[src/rtl/cpu_pkg.sv]
// rtl/cpu_pkg.sv - shared CPU constants and ALU command encodings
package cpu_pkg;

    localparam int DATA_W = 32;
    localparam int REG_W  = 4;

    typedef enum logic [3:0] {
        ALU_ADD = 4'b0000,
        ALU_SUB = 4'b0010,
        ALU_AND = 4'b0100,
        ALU_OR  = 4'b0101,
        ALU_NOR = 4'b0110,
        ALU_XOR = 4'b0111,
        ALU_SHL = 4'b1000,
        ALU_SRA = 4'b1001,
        ALU_SRL = 4'b1010
    } alu_cmd_e;

endpackage

[src/rtl/exe_stage_alu.sv]
// rtl/exe_stage_alu.sv - combinational ALU for the execute stage
//
// Ports:
//   cmd_i    - ALU command (cpu_pkg::alu_cmd_e encoding; unknown codes give 0)
//   a_i      - operand 1
//   b_i      - operand 2; also the full-width shift amount
//   result_o - ALU result
module exe_stage_alu
    import cpu_pkg::*;
#(
    parameter int DATA_W = 32
) (
    input  logic [3:0]        cmd_i,
    input  logic [DATA_W-1:0] a_i,
    input  logic [DATA_W-1:0] b_i,
    output logic [DATA_W-1:0] result_o
);

    localparam int SH_W = $clog2(DATA_W);

    // Any set bit above the low SH_W bits means the shift moves every bit out.
    logic            shift_big;
    logic [SH_W-1:0] sh_amt;

    assign shift_big = |b_i[DATA_W-1:SH_W];
    assign sh_amt    = b_i[SH_W-1:0];

    always_comb begin
        result_o = '0;
        case (cmd_i)
            ALU_ADD: result_o = a_i + b_i;
            ALU_SUB: result_o = a_i - b_i;
            ALU_AND: result_o = a_i & b_i;
            ALU_OR:  result_o = a_i | b_i;
            ALU_NOR: result_o = ~(a_i | b_i);
            ALU_XOR: result_o = a_i ^ b_i;
            ALU_SHL: result_o = shift_big ? '0 : (a_i << sh_amt);
            ALU_SRL: result_o = shift_big ? '0 : (a_i >> sh_amt);
            ALU_SRA: result_o = shift_big ? {DATA_W{a_i[DATA_W-1]}}
                                          : DATA_W'($signed(a_i) >>> sh_amt);
            default: result_o = '0;
        endcase
    end

endmodule

[src/rtl/exe_stage.sv]
// rtl/exe_stage.sv - execute stage: operand forwarding, ALU, EX/MEM register, load-use detect
//
// Ports:
//   clk, rst            - clock; synchronous active-low reset
//   freeze, flush       - hold the EX/MEM register / load a bubble
//   id_*                - decoded operation from the ID stage
//   mem_*, wb_*         - forwarding sources from the MEM and WB stages
//   ex_*                - registered EX/MEM outputs
//   hazard              - combinational load-use stall request to upstream
module exe_stage
    import cpu_pkg::*;
#(
    parameter int DATA_W = 32,
    parameter int REG_W  = cpu_pkg::REG_W
) (
    input  logic              clk,
    input  logic              rst,
    input  logic              freeze,
    input  logic              flush,
    input  logic              id_valid,
    input  logic [3:0]        id_cmd,
    input  logic [DATA_W-1:0] id_val1,
    input  logic [DATA_W-1:0] id_val2,
    input  logic [DATA_W-1:0] id_imm,
    input  logic              id_imm_sel,
    input  logic [REG_W-1:0]  id_src1,
    input  logic [REG_W-1:0]  id_src2,
    input  logic [REG_W-1:0]  id_dest,
    input  logic              id_wb_en,
    input  logic              id_mem_r,
    input  logic              id_mem_w,
    input  logic              mem_wb_en,
    input  logic [REG_W-1:0]  mem_dest,
    input  logic [DATA_W-1:0] mem_value,
    input  logic              wb_wb_en,
    input  logic [REG_W-1:0]  wb_dest,
    input  logic [DATA_W-1:0] wb_value,
    output logic              ex_valid,
    output logic [DATA_W-1:0] ex_result,
    output logic [DATA_W-1:0] ex_store_val,
    output logic [REG_W-1:0]  ex_dest,
    output logic              ex_wb_en,
    output logic              ex_mem_r,
    output logic              ex_mem_w,
    output logic              hazard
);

    logic [DATA_W-1:0] op1_fwd;
    logic [DATA_W-1:0] op2_fwd;
    logic [DATA_W-1:0] alu_b;
    logic [DATA_W-1:0] alu_res;

    logic              valid_q,  valid_d;
    logic [DATA_W-1:0] result_q, result_d;
    logic [DATA_W-1:0] store_q,  store_d;
    logic [REG_W-1:0]  dest_q,   dest_d;
    logic              wb_en_q,  wb_en_d;
    logic              mem_r_q,  mem_r_d;
    logic              mem_w_q,  mem_w_d;

    // MEM holds the younger result, so it wins over WB on a double match.
    always_comb begin
        op1_fwd = id_val1;
        if (mem_wb_en && (mem_dest == id_src1)) begin
            op1_fwd = mem_value;
        end else if (wb_wb_en && (wb_dest == id_src1)) begin
            op1_fwd = wb_value;
        end

        op2_fwd = id_val2;
        if (mem_wb_en && (mem_dest == id_src2)) begin
            op2_fwd = mem_value;
        end else if (wb_wb_en && (wb_dest == id_src2)) begin
            op2_fwd = wb_value;
        end
    end

    assign alu_b = id_imm_sel ? id_imm : op2_fwd;

    exe_stage_alu #(
        .DATA_W(DATA_W)
    ) u_alu (
        .cmd_i   (id_cmd),
        .a_i     (op1_fwd),
        .b_i     (alu_b),
        .result_o(alu_res)
    );

    always_comb begin
        valid_d  = valid_q;
        result_d = result_q;
        store_d  = store_q;
        dest_d   = dest_q;
        wb_en_d  = wb_en_q;
        mem_r_d  = mem_r_q;
        mem_w_d  = mem_w_q;
        if (flush) begin
            valid_d  = 1'b0;
            result_d = '0;
            store_d  = '0;
            dest_d   = '0;
            wb_en_d  = 1'b0;
            mem_r_d  = 1'b0;
            mem_w_d  = 1'b0;
        end else if (!freeze) begin
            valid_d  = id_valid;
            result_d = alu_res;
            store_d  = op2_fwd;
            dest_d   = id_dest;
            wb_en_d  = id_wb_en & id_valid;
            mem_r_d  = id_mem_r & id_valid;
            mem_w_d  = id_mem_w & id_valid;
        end
    end

    always_ff @(posedge clk) begin
        if (!rst) begin
            valid_q  <= 1'b0;
            result_q <= '0;
            store_q  <= '0;
            dest_q   <= '0;
            wb_en_q  <= 1'b0;
            mem_r_q  <= 1'b0;
            mem_w_q  <= 1'b0;
        end else begin
            valid_q  <= valid_d;
            result_q <= result_d;
            store_q  <= store_d;
            dest_q   <= dest_d;
            wb_en_q  <= wb_en_d;
            mem_r_q  <= mem_r_d;
            mem_w_q  <= mem_w_d;
        end
    end

    assign ex_valid     = valid_q;
    assign ex_result    = result_q;
    assign ex_store_val = store_q;
    assign ex_dest      = dest_q;
    assign ex_wb_en     = wb_en_q;
    assign ex_mem_r     = mem_r_q;
    assign ex_mem_w     = mem_w_q;

    // A load in EX cannot forward its data yet. src2 only matters when it is
    // actually read: as ALU operand (no immediate) or as store data.
    assign hazard = id_valid && valid_q && mem_r_q &&
                    ((dest_q == id_src1) ||
                     ((dest_q == id_src2) && (!id_imm_sel || id_mem_w)));

endmodule

[config.mk]
export PLATFORM = sky130hd
export DESIGN_NAME = exe_stage
export DESIGN_NICKNAME = d
export VERILOG_FILES = /design/src/rtl/cpu_pkg.sv /design/src/rtl/exe_stage_alu.sv /design/src/rtl/exe_stage.sv
export SDC_FILE = /design/constraint.sdc
export NUM_CORES = 1
export LEC_CHECK = 0
export ABC_AREA = 1
export CAP_MARGIN = 20
export CORE_UTILIZATION = 28
export CTS_CLUSTER_DIAMETER = 50
export DETAILED_ROUTE_END_ITERATION = 8
export PLACE_DENSITY = 0.49
export SYNTH_ARGS = -nofsm -noshare
export SYNTH_HDL_FRONTEND = slang
export SYNTH_SLANG_ARGS = --single-unit
[constraint.sdc]
create_clock -name clk -period 5.8 [get_ports clk]
set_input_delay 1.16 -clock clk [delete_from_list [all_inputs] [get_ports clk]]
set_output_delay 1.16 -clock clk [all_outputs]
set_load 0.01 [all_outputs]
==> flow_summary.toml, run 1 <==
[outcome]
status = "complete, no violations"

[yosys]
yosys.area_share.adder_pct = 8.62
syn_area_per_cell_um2 = 5.43
muxShareOfSynthArea_pct = 0
synthesis.area_mm2 = 0.0143
syn_nets = 2927
ys_seq_elements = 72
synth_xor_xnor_area_share_pct = 2.57
yosysWarnings = 0
synth_compound_area_share_pct = 14.6
synthCells = 2634
synth-seq-area-share_pct = 10.1
synth_simple_gate_area_share_pct = 52.8
synth_top_family_by_area = "simple AND/OR/NAND/NOR gates"
synth_cell_types = 51

[pwr]
p_leak_nw = 10.5
irDropWorstVdd_mv = 0.120
power_density_mw_per_mm2 = 172

[clock_network]
clkSlewWorstSetupHoldPaths_ns = 0.07
cts_tree = "yes"
cts_buffers = 9
clockRootBuffer = "clkbuf_16"
clock_path_buffers = 2
h-tree-depth = 3
hold_buffers = 0
clock_latency_ns = 0.36
cts_sinks = 72

[worst_setup_path]
required_ns = 6.02
cp_slowest_cell = "clkdlybuf4s50_1"
critical-path-max-stage-delay_ns = 0.50
start_kind = "primary input"
critical_path_class = "primary input to flop"
path_max_fanout = 14
cp_common_cell = "nand2_1"
cp.arrival_ns = 5.83
rr_worst_depth = 2
cp-end-kind = "flop"

[detailed_routing]
avgViaCountPerCell = 5.38
drt-initial-drc-count = 2096
wl_um = 94300
num_vias = 20641
drc = 0
ant_nets = 0
firstDrtPassIters = 7
avgRoutedWirePerCell_um = 24.6

[floorplan]
initial_core_util_pct = 28.5
coreArea_mm2 = 0.0503
die_area_mm2 = 0.0520
placement_rows = 82
die_w_um = 228
chipHeight_um = 228
io_pins = 268

[placement]
dp_cells = 3803
dpl_cell_area_mm2 = 0.0200
portBuffers = 267
hpwlAfterDp_um = 78000
post-place-ws_ns = -0.750
gp_congestion = 1.07

[sta]
rsz0062_at_grt = "yes"
drv_slew = 0
fmax_mhz = 178
finalSetupViolations = 0
timing.final.crit_share_pct = 96.6
skew_ns = 0
whs_ns = 0.463
period_needed_ns = 5.60
final.setup.tns_ns = 0
setup_slack_ns = 0.195
slew_headroom_pct = 35.2
hold_viol = 0
worst_pin_slew_ns = 0.970

[final_layout]
layout_commonest_cell = "nand2_1"
final_cell_mix = "nand2_1 (856), nand3_1 (397), buf_4 (371)"
layout.cells.non_filler = 3835
drive_above_1_share_pct = 19.7
fin_area_mm2 = 0.0209
syn_to_final_growth_pct = 46.4
nets = 3448

[grt]
grt_pass1_vias = 19669
grt_usage_pct = 35.0
grt_pass1_wl_um = 135000
grt_remaining_overflow = 0
grt_max_degree = 70
grt_antenna_before_repair = 7

[run]
drv_cap = 0

[hold_path]
hold_class = "flop to flop"
holdPathStages = 2
==> Yosys cell counts, drive strengths merged <==
master / number / area share [%]
dfxtp: 72 / 10
xor2: 34 / 2.1
buf: 82 / 3.2
or4: 1 / 0.052
inv: 246 / 6.5
nand3: 413 / 15
nor4: 3 / 0.13
nor3: 15 / 0.60
clkbuf: 61 / 1.6
a21boi: 2 / 0.10
a31oi: 4 / 0.17
o221ai: 2 / 0.12
ha: 97 / 8.5
nand4: 83 / 3.6
nand2: 918 / 25
o21ai: 122 / 4.3
nand3b: 3 / 0.16
o211ai: 8 / 0.42
a21oi: 140 / 5.1
or2: 43 / 1.9
clkinv: 1 / 0.026
nor2: 198 / 6.2
o31ai: 4 / 0.21
and2: 2 / 0.087
xnor2: 8 / 0.49
o22ai: 3 / 0.13
o21a: 3 / 0.16
o221a: 1 / 0.079
a21o: 5 / 0.26
a221oi: 16 / 0.98
o21bai: 3 / 0.16
o2111ai: 37 / 2.3
a22o: 3 / 0.18
fa: 1 / 0.14
==> sequential cells by signal, indices dropped and copies added (netlist names) <==
| register | cells |
|---|---|
| ex_dest | 4 |
| ex_mem_w | 1 |
| ex_result | 32 |
| ex_valid | 1 |
| ex_wb_en | 1 |
| ex_store_val | 32 |
| ex_mem_r | 1 |
==> final timing paths <==
path / startpoint / to / slack [ns]
setup / recovery: wb_dest[3] / ex_result[22]$_SDFFE_PP0N_ / 0.20
hold / removal: ex_wb_en$_SDFFE_PP0N_ / ex_wb_en$_SDFFE_PP0N_ / 0.46
setup reg to reg: ex_result[28]$_SDFFE_PP0N_ / ex_result[28]$_SDFFE_PP0N_ / 4.93
hold reg to reg: ex_wb_en$_SDFFE_PP0N_ / ex_wb_en$_SDFFE_PP0N_ / 0.46
==> critical path, delay by kind of cell <==
family | cells | cell delay [ns]
compound gates | 2 | 0.25
xor+xnor | 1 | 0.15
fa+ha+maj | 1 | 0.26
buf+inv | 8 | 1.34
simple gates | 24 | 2.64
==> what timing repair did <==
action	CTS	global route
gates cloned	0	1
setup buffers	0	12
gates resized for setup	12	113
endpoints found under the setup margin	19	23
pin swaps	3	31
==> report_power, final <==
part / internal [mW] / total, mW / switching (mW)
sequential: 0.513 / 0.527 / 0.0148
clock: 0.382 / 0.660 / 0.278
combinational: 0.929 / 2.41 / 1.48
total: 1.82 / 3.59 / 1.77
==> logic make-up (layout without fill, tap and decap cells) <==
group | after synthesis | after routing
AND/OR/NAND/NOR | 1679 | 1679
buffers and inverters | 390 | 916
AO/OA/AOI/OAI | 353 | 353
adder cells (fa/ha/maj) | 98 | 98
flip-flops | 72 | 72
XOR/XNOR | 42 | 42
other | 0 | 3
==> area by class of cell <==
class,instances,area (um^2)
fill,5606,29300
clock buffer,9,225
clock inverter,7,100
tap,672,841
inverter,247,932
sequential,72,1440
timing repair buffer,653,5730
multi-input combinational,2172,11700
antenna,3,7.51
==> metrics by stage <==
| step | power [mW] | utilization [%] |
|---|---|---|
| after floorplan | 1.62 | - |
| after global routing | 3.79 | 41.7 |
| final | 3.59 | 41.7 |
| after detailed placement | 2.79 | 39.9 |
| after global placement | 2.80 | 39.9 |
| after CTS | 3.47 | 40.6 |
==> per-layer routing <==
layer	vias to the layer above	routed length, um	part of all wire (%)	GRT usage [%]
li1	9779	-	-	-
met1	9750	39700	42	45.0
met3	179	8100	8.6	7.69
met2	925	42600	45	57.1
met5	-	57	0.060	0
met4	8	3870	4.1	12.5
Note: power is estimated with default switching activity, not from simulation.
==> run 2, diff against run 1 <==
--- a/config.mk
+++ b/config.mk
@@ -11,5 +11,7 @@
 export CTS_CLUSTER_DIAMETER = 50
 export DETAILED_ROUTE_END_ITERATION = 8
-export PLACE_DENSITY = 0.49
+export DONT_BUFFER_PORTS = 1
+export PLACE_DENSITY = 0.42
+export SLEW_MARGIN = 20
 export SYNTH_ARGS = -nofsm -noshare
 export SYNTH_HDL_FRONTEND = slang
==> constraint.sdc (replaced) <==
create_clock -name clk -period 5.8 [get_ports clk]
set_input_delay 1.74 -clock clk [delete_from_list [all_inputs] [get_ports clk]]
set_output_delay 1.74 -clock clk [all_outputs]
set_load 0.01 [all_outputs]
==> run 2 against run 1 <==
Compared with the run above:
- via count fell by 4.6%
- count of clock-buffer cells in the layout rose by 2
- clock skew did not move
- combinational power fell by 7%
- maximum frequency fell by 1.5%
- total power fell by 5.7%
- worst hold slack improved by 0.044 ns
- sequential share of layout area rose by 0.70 points
- die area did not move
==> flow_summary.toml, run 2 (synthesized netlist as in run 1, its figures left out) <==
[floorplan]
die_w_um = 228
chipHeight_um = 228
initial_core_util_pct = 28.5
coreArea_mm2 = 0.0503
die_area_mm2 = 0.0520
io_pins = 268
placement_rows = 82

[sta]
rsz0062_at_grt = "yes"
period_needed_ns = 5.69
timing.final.crit_share_pct = 98.1
final.setup.tns_ns = 0
drv_slew = 0
finalSetupViolations = 0
worst_pin_slew_ns = 0.971
slew_headroom_pct = 35.2
fmax_mhz = 176
hold_viol = 0
skew_ns = 0

[worst_setup_path]
cp_common_cell = "nand2_2"
path_max_fanout = 12
required_ns = 6.03
start_kind = "primary input"
critical_path_class = "primary input to flop"
critical-path-max-stage-delay_ns = 0.33
cp.arrival_ns = 5.92
cp-end-kind = "flop"
cp_slowest_cell = "ha_1"

[detailed_routing]
wl_um = 84800
ant_nets = 0
num_vias = 19687
firstDrtPassIters = 6
drc = 0
avgViaCountPerCell = 5.47
drt-initial-drc-count = 1946
avgRoutedWirePerCell_um = 23.6

[pwr]
swShare_pct = 49.4
power.switching_mw = 1.67
internal_power_mw = 1.72
fin_total_pwr_mw = 3.39
p_leak_nw = 9.66
pwr-share-clk_pct = 18.3
power_density_mw_per_mm2 = 178
irDropWorstVdd_mv = 0.133
combPwrFrac_pct = 65.8
power_frac_seq_pct = 15.8

[hold_path]
hold_class = "flop to flop"

[placement]
hpwlAfterDp_um = 69600
portBuffers = 0
gp_congestion = 1.06

[clock_network]
clock_latency_ns = 0.37
clock_path_buffers = 2
clockRootBuffer = "clkbuf_16"
cts_buffers = 9
clkSlewWorstSetupHoldPaths_ns = 0.06
cts_tree = "yes"
cts_sinks = 72
hold_buffers = 0
h-tree-depth = 3

[final_layout]
nets = 3214
syn_to_final_growth_pct = 33.0
layout_commonest_cell = "nand2_1"
drive_above_1_share_pct = 25.3
final_cell_mix = "nand2_1 (823), buf_4 (396), nand3_1 (382)"

[grt]
grt_antenna_before_repair = 5
grt_pass1_wl_um = 123000
grt_pass1_vias = 18443
grt_remaining_overflow = 0
grt_max_degree = 71
grt_usage_pct = 31.3

[run]
drv_cap = 0

[outcome]
status = "complete, no violations"
==> run 2: cell count changes in the layout (fill, tap and decap cells not counted), sizes merged, moves of 2 or more <==
cell and change:
buf +30, clkbuf +3, clkdlybuf4s50 -257, dlymetal6s2s -8, inv -2
==> run 2: critical path: cells and delay by family <==
kind / cells / cell delay [ns]
AND/OR/NAND/NOR: 19 / 2.20
buffers and inverters: 8 / 1.04
AO/OA/AOI/OAI: 5 / 0.49
adder cells (fa/ha/maj): 1 / 0.33
XOR/XNOR: 1 / 0.08
==> run 2: cell type report <==
class | count | area [um^2]
clock buffers | 11 | 253
flip-flops and latches | 72 | 1440
clock inverters | 5 | 61.3
multi-input cells | 2173 | 12200
diodes | 3 | 7.51
well taps | 672 | 841
repair buffers | 418 | 3330
inverters | 247 | 936
fillers | 5677 | 31300
==> run 2: worst paths after layout <==
check,start,end,slack [ns],depth (start not counted)
hold / removal,ex_result[7]$_SDFFE_PP0N_,ex_result[7]$_SDFFE_PP0N_,0.51,2
hold reg to reg,ex_result[7]$_SDFFE_PP0N_,ex_result[7]$_SDFFE_PP0N_,0.51,2
setup / recovery,mem_dest[0],ex_result[27]$_SDFFE_PP0N_,0.11,34
setup reg to reg,ex_result[26]$_SDFFE_PP0N_,ex_result[26]$_SDFFE_PP0N_,4.97,2
==> run 2: timing repair <==
action / CTS / global route
resized for setup: 24 / 212
buffers inserted: 11 / 23
gates cloned: 1 / 2
endpoints found under the hold margin: 0 / 0
pin swaps: 21 / 106
endpoints found under the setup margin: 11 / 24
==> run 2: power groups by stage <==
stage | registers (mW) | logic (mW) | clock network [mW]
4_1_cts | 0.538 | 2.01 | 0.628
2_1_floorplan | 0.542 | 1.09 | 0
3_5_place_dp | 0.549 | 1.98 | 0
3_3_place_gp | 0.549 | 1.98 | 0
5_1_grt | 0.539 | 2.40 | 0.650
6_report | 0.537 | 2.23 | 0.622
==> run 2: through the flow <==
| step | worst slack [ns] | instances | instance area [um^2] | util (%) | hold slack [ns] |
|---|---|---|---|---|---|
| after detailed placement | -0.703 | 3546 | 17500 | 34.8 | 0.500 |
| after floorplan | 0.0104 | 2634 | 14400 | - | 0.481 |
| after global placement | -0.729 | 3546 | 17500 | 34.8 | 0.494 |
| after CTS | 0.00338 | 3574 | 18000 | 35.8 | 0.507 |
| final | 0.110 | 3601 | 19000 | 37.8 | 0.507 |
| after global routing | -0.137 | 3601 | 19000 | 37.8 | 0.524 |
==> run 2: layer usage <==
metal | vias up | wire (um) | global-route usage [%]
met1 | 9310 | 36400 | 41.3
met3 | 168 | 6160 | 4.36
li1 | 9329 | - | -
met4 | 2 | 4150 | 12.5
met5 | - | 9 | 0
met2 | 878 | 38100 | 51.2
==> run 3, diff against run 2 <==
CORE_ASPECT_RATIO = 1.2   (was unset)
==> run 3 against run 2 <==
Compared with the run above:
- register-to-register slack lost 0.08 ns
- sequential share of layout area grew 0.21 points
- sequential cell count is the same
- first-iteration DRC count shrank 16%
- total power shrank 0.55%
- worst setup slack lost 0.10 ns
- global-route usage grew 3.0 points
- maximum frequency shrank 1.7%
- non-clock buffer count shrank 6
- sequential power is essentially flat
- count of clock-buffer cells in the layout shrank 2
==> flow_summary.toml, run 3 (synthesized netlist as in run 1, its figures left out) <==
[outcome]
status = "complete, no violations"

[pwr]
power_density_mw_per_mm2 = 182
p_leak_nw = 9.49
irDropWorstVdd_mv = 0.135

[clock_network]
hold_buffers = 0
clock_path_buffers = 2
cts_buffers = 9
clkSlewWorstSetupHoldPaths_ns = 0.07
cts_sinks = 72
clockRootBuffer = "clkbuf_16"
cts_tree = "yes"
clock_latency_ns = 0.40
h-tree-depth = 3

[worst_setup_path]
cp.arrival_ns = 6.07
rr_worst_depth = 2
critical-path-max-stage-delay_ns = 0.34
cp-endpoint = "ex_result[22]$_SDFFE_PP0N_"
r2r-start = "ex_result[30]$_SDFFE_PP0N_"
cp_top_family = "simple AND/OR/NAND/NOR gates"
cp-end-kind = "flop"
crit_cells = 30
critical_path_class = "primary input to flop"
cp_slowest_cell = "ha_2"
r2r-end = "ex_result[30]$_SDFFE_PP0N_"
rrSetupSlack_ns = 4.89
start_kind = "primary input"
path_max_fanout = 22
path_buf_inv = 6
crit_path_start = "wb_dest[0]"
required_ns = 6.08

[sta]
timing.final.crit_share_pct = 99.8
rsz0062_at_grt = "yes"
final.setup.tns_ns = 0
slew_headroom_pct = 39.0
period_needed_ns = 5.79
hold_viol = 0
worst_pin_slew_ns = 0.911
fmax_mhz = 173
skew_ns = 0
drv_slew = 0
finalSetupViolations = 0

[final_layout]
nets = 3207
final_cell_mix = "nand2_1 (838), nand3_1 (394), buf_4 (394)"
syn_to_final_growth_pct = 29.3
nFillCells = 5793
layout_commonest_cell = "nand2_1"
final_util_pct = 36.8
drive_above_1_share_pct = 22.9

[grt]
grt_antenna_before_repair = 3
grt_usage_pct = 34.3
grt_max_degree = 71
grt_pass1_wl_um = 130000
grt_pass1_vias = 19128
grt_remaining_overflow = 0

[detailed_routing]
avgRoutedWirePerCell_um = 25.5
drc = 0
firstDrtPassIters = 5
num_vias = 19532
wl_um = 90700
drt-initial-drc-count = 1630
ant_nets = 0
avgViaCountPerCell = 5.48

[placement]
gp_congestion = 1.03
hpwlAfterDp_um = 75300
portBuffers = 0

[floorplan]
chipHeight_um = 250
coreArea_mm2 = 0.0503
die_area_mm2 = 0.0520
die_w_um = 208
initial_core_util_pct = 28.4
placement_rows = 90
io_pins = 268

[hold_path]
hold_class = "flop to flop"

[run]
drv_cap = 0
## run 3: how the worst min path moves through the flow
stage	from	slack [ns]	endpoint	cells past startpoint
floorplan	ex_result[7]$_SDFFE_PP0N_	0.48	ex_result[7]$_SDFFE_PP0N_	2
global placement	ex_result[7]$_SDFFE_PP0N_	0.49	ex_result[7]$_SDFFE_PP0N_	2
detailed placement	ex_result[7]$_SDFFE_PP0N_	0.49	ex_result[7]$_SDFFE_PP0N_	2
CTS	ex_result[7]$_SDFFE_PP0N_	0.50	ex_result[7]$_SDFFE_PP0N_	2
global route	ex_result[15]$_SDFFE_PP0N_	0.53	ex_result[15]$_SDFFE_PP0N_	2
finish	ex_result[7]$_SDFFE_PP0N_	0.50	ex_result[7]$_SDFFE_PP0N_	2
## run 3: per-layer routing
layer	share of wire [%]	GRT usage, %
met1	39	39.7
met2	47	58.6
met3	6.5	5.74
met4	7.0	21.4
met5	0.011	0
## run 3: power breakdown
part | leakage, nW | switching (mW) | internal [mW]
clock | 0.146 | 0.342 | 0.305
sequential | 0.586 | 0.0258 | 0.512
combinational | 8.75 | 1.37 | 0.815
## run 3: repair_timing
item	in CTS	in global routing
setup buffers	2	24
pin swaps	6	43
setup endpoints to repair	11	22
gates resized for setup	16	119
gates cloned	0	1
## run 3: metrics by stage
| stage | setup slack, ns | total power, mW | cells | hold slack [ns] | area (um^2) |
|---|---|---|---|---|---|
| floorplan | 0.0104 | 1.63 | 2634 | 0.481 | 14400 |
| global placement | -0.729 | 2.61 | 3521 | 0.494 | 17500 |
| detailed placement | -0.735 | 2.60 | 3521 | 0.494 | 17500 |
| CTS | -0.0495 | 3.27 | 3539 | 0.504 | 17900 |
| global route | -0.210 | 3.58 | 3563 | 0.527 | 18500 |
| finish | 0.0103 | 3.37 | 3565 | 0.502 | 18500 |
## run 3: worst reg2reg max path, stage by stage (launching register included)
cell	delay (ns)
dfxtp_1	0.62
nand2_1	0.10
a21oi_1	0.14
## run 3: cell type report
class,count,area (um^2),area share (%)
Clock inverter,7,71.3,0.385
Timing Repair Buffer,412,3270,17.7
Antenna cell,2,5.00,0.0271
Inverter,247,937,5.07
Clock buffer,9,225,1.22
Multi-Input combinational cell,2172,11700,63.5
Tap cell,644,806,4.36
Sequential cell,72,1440,7.79
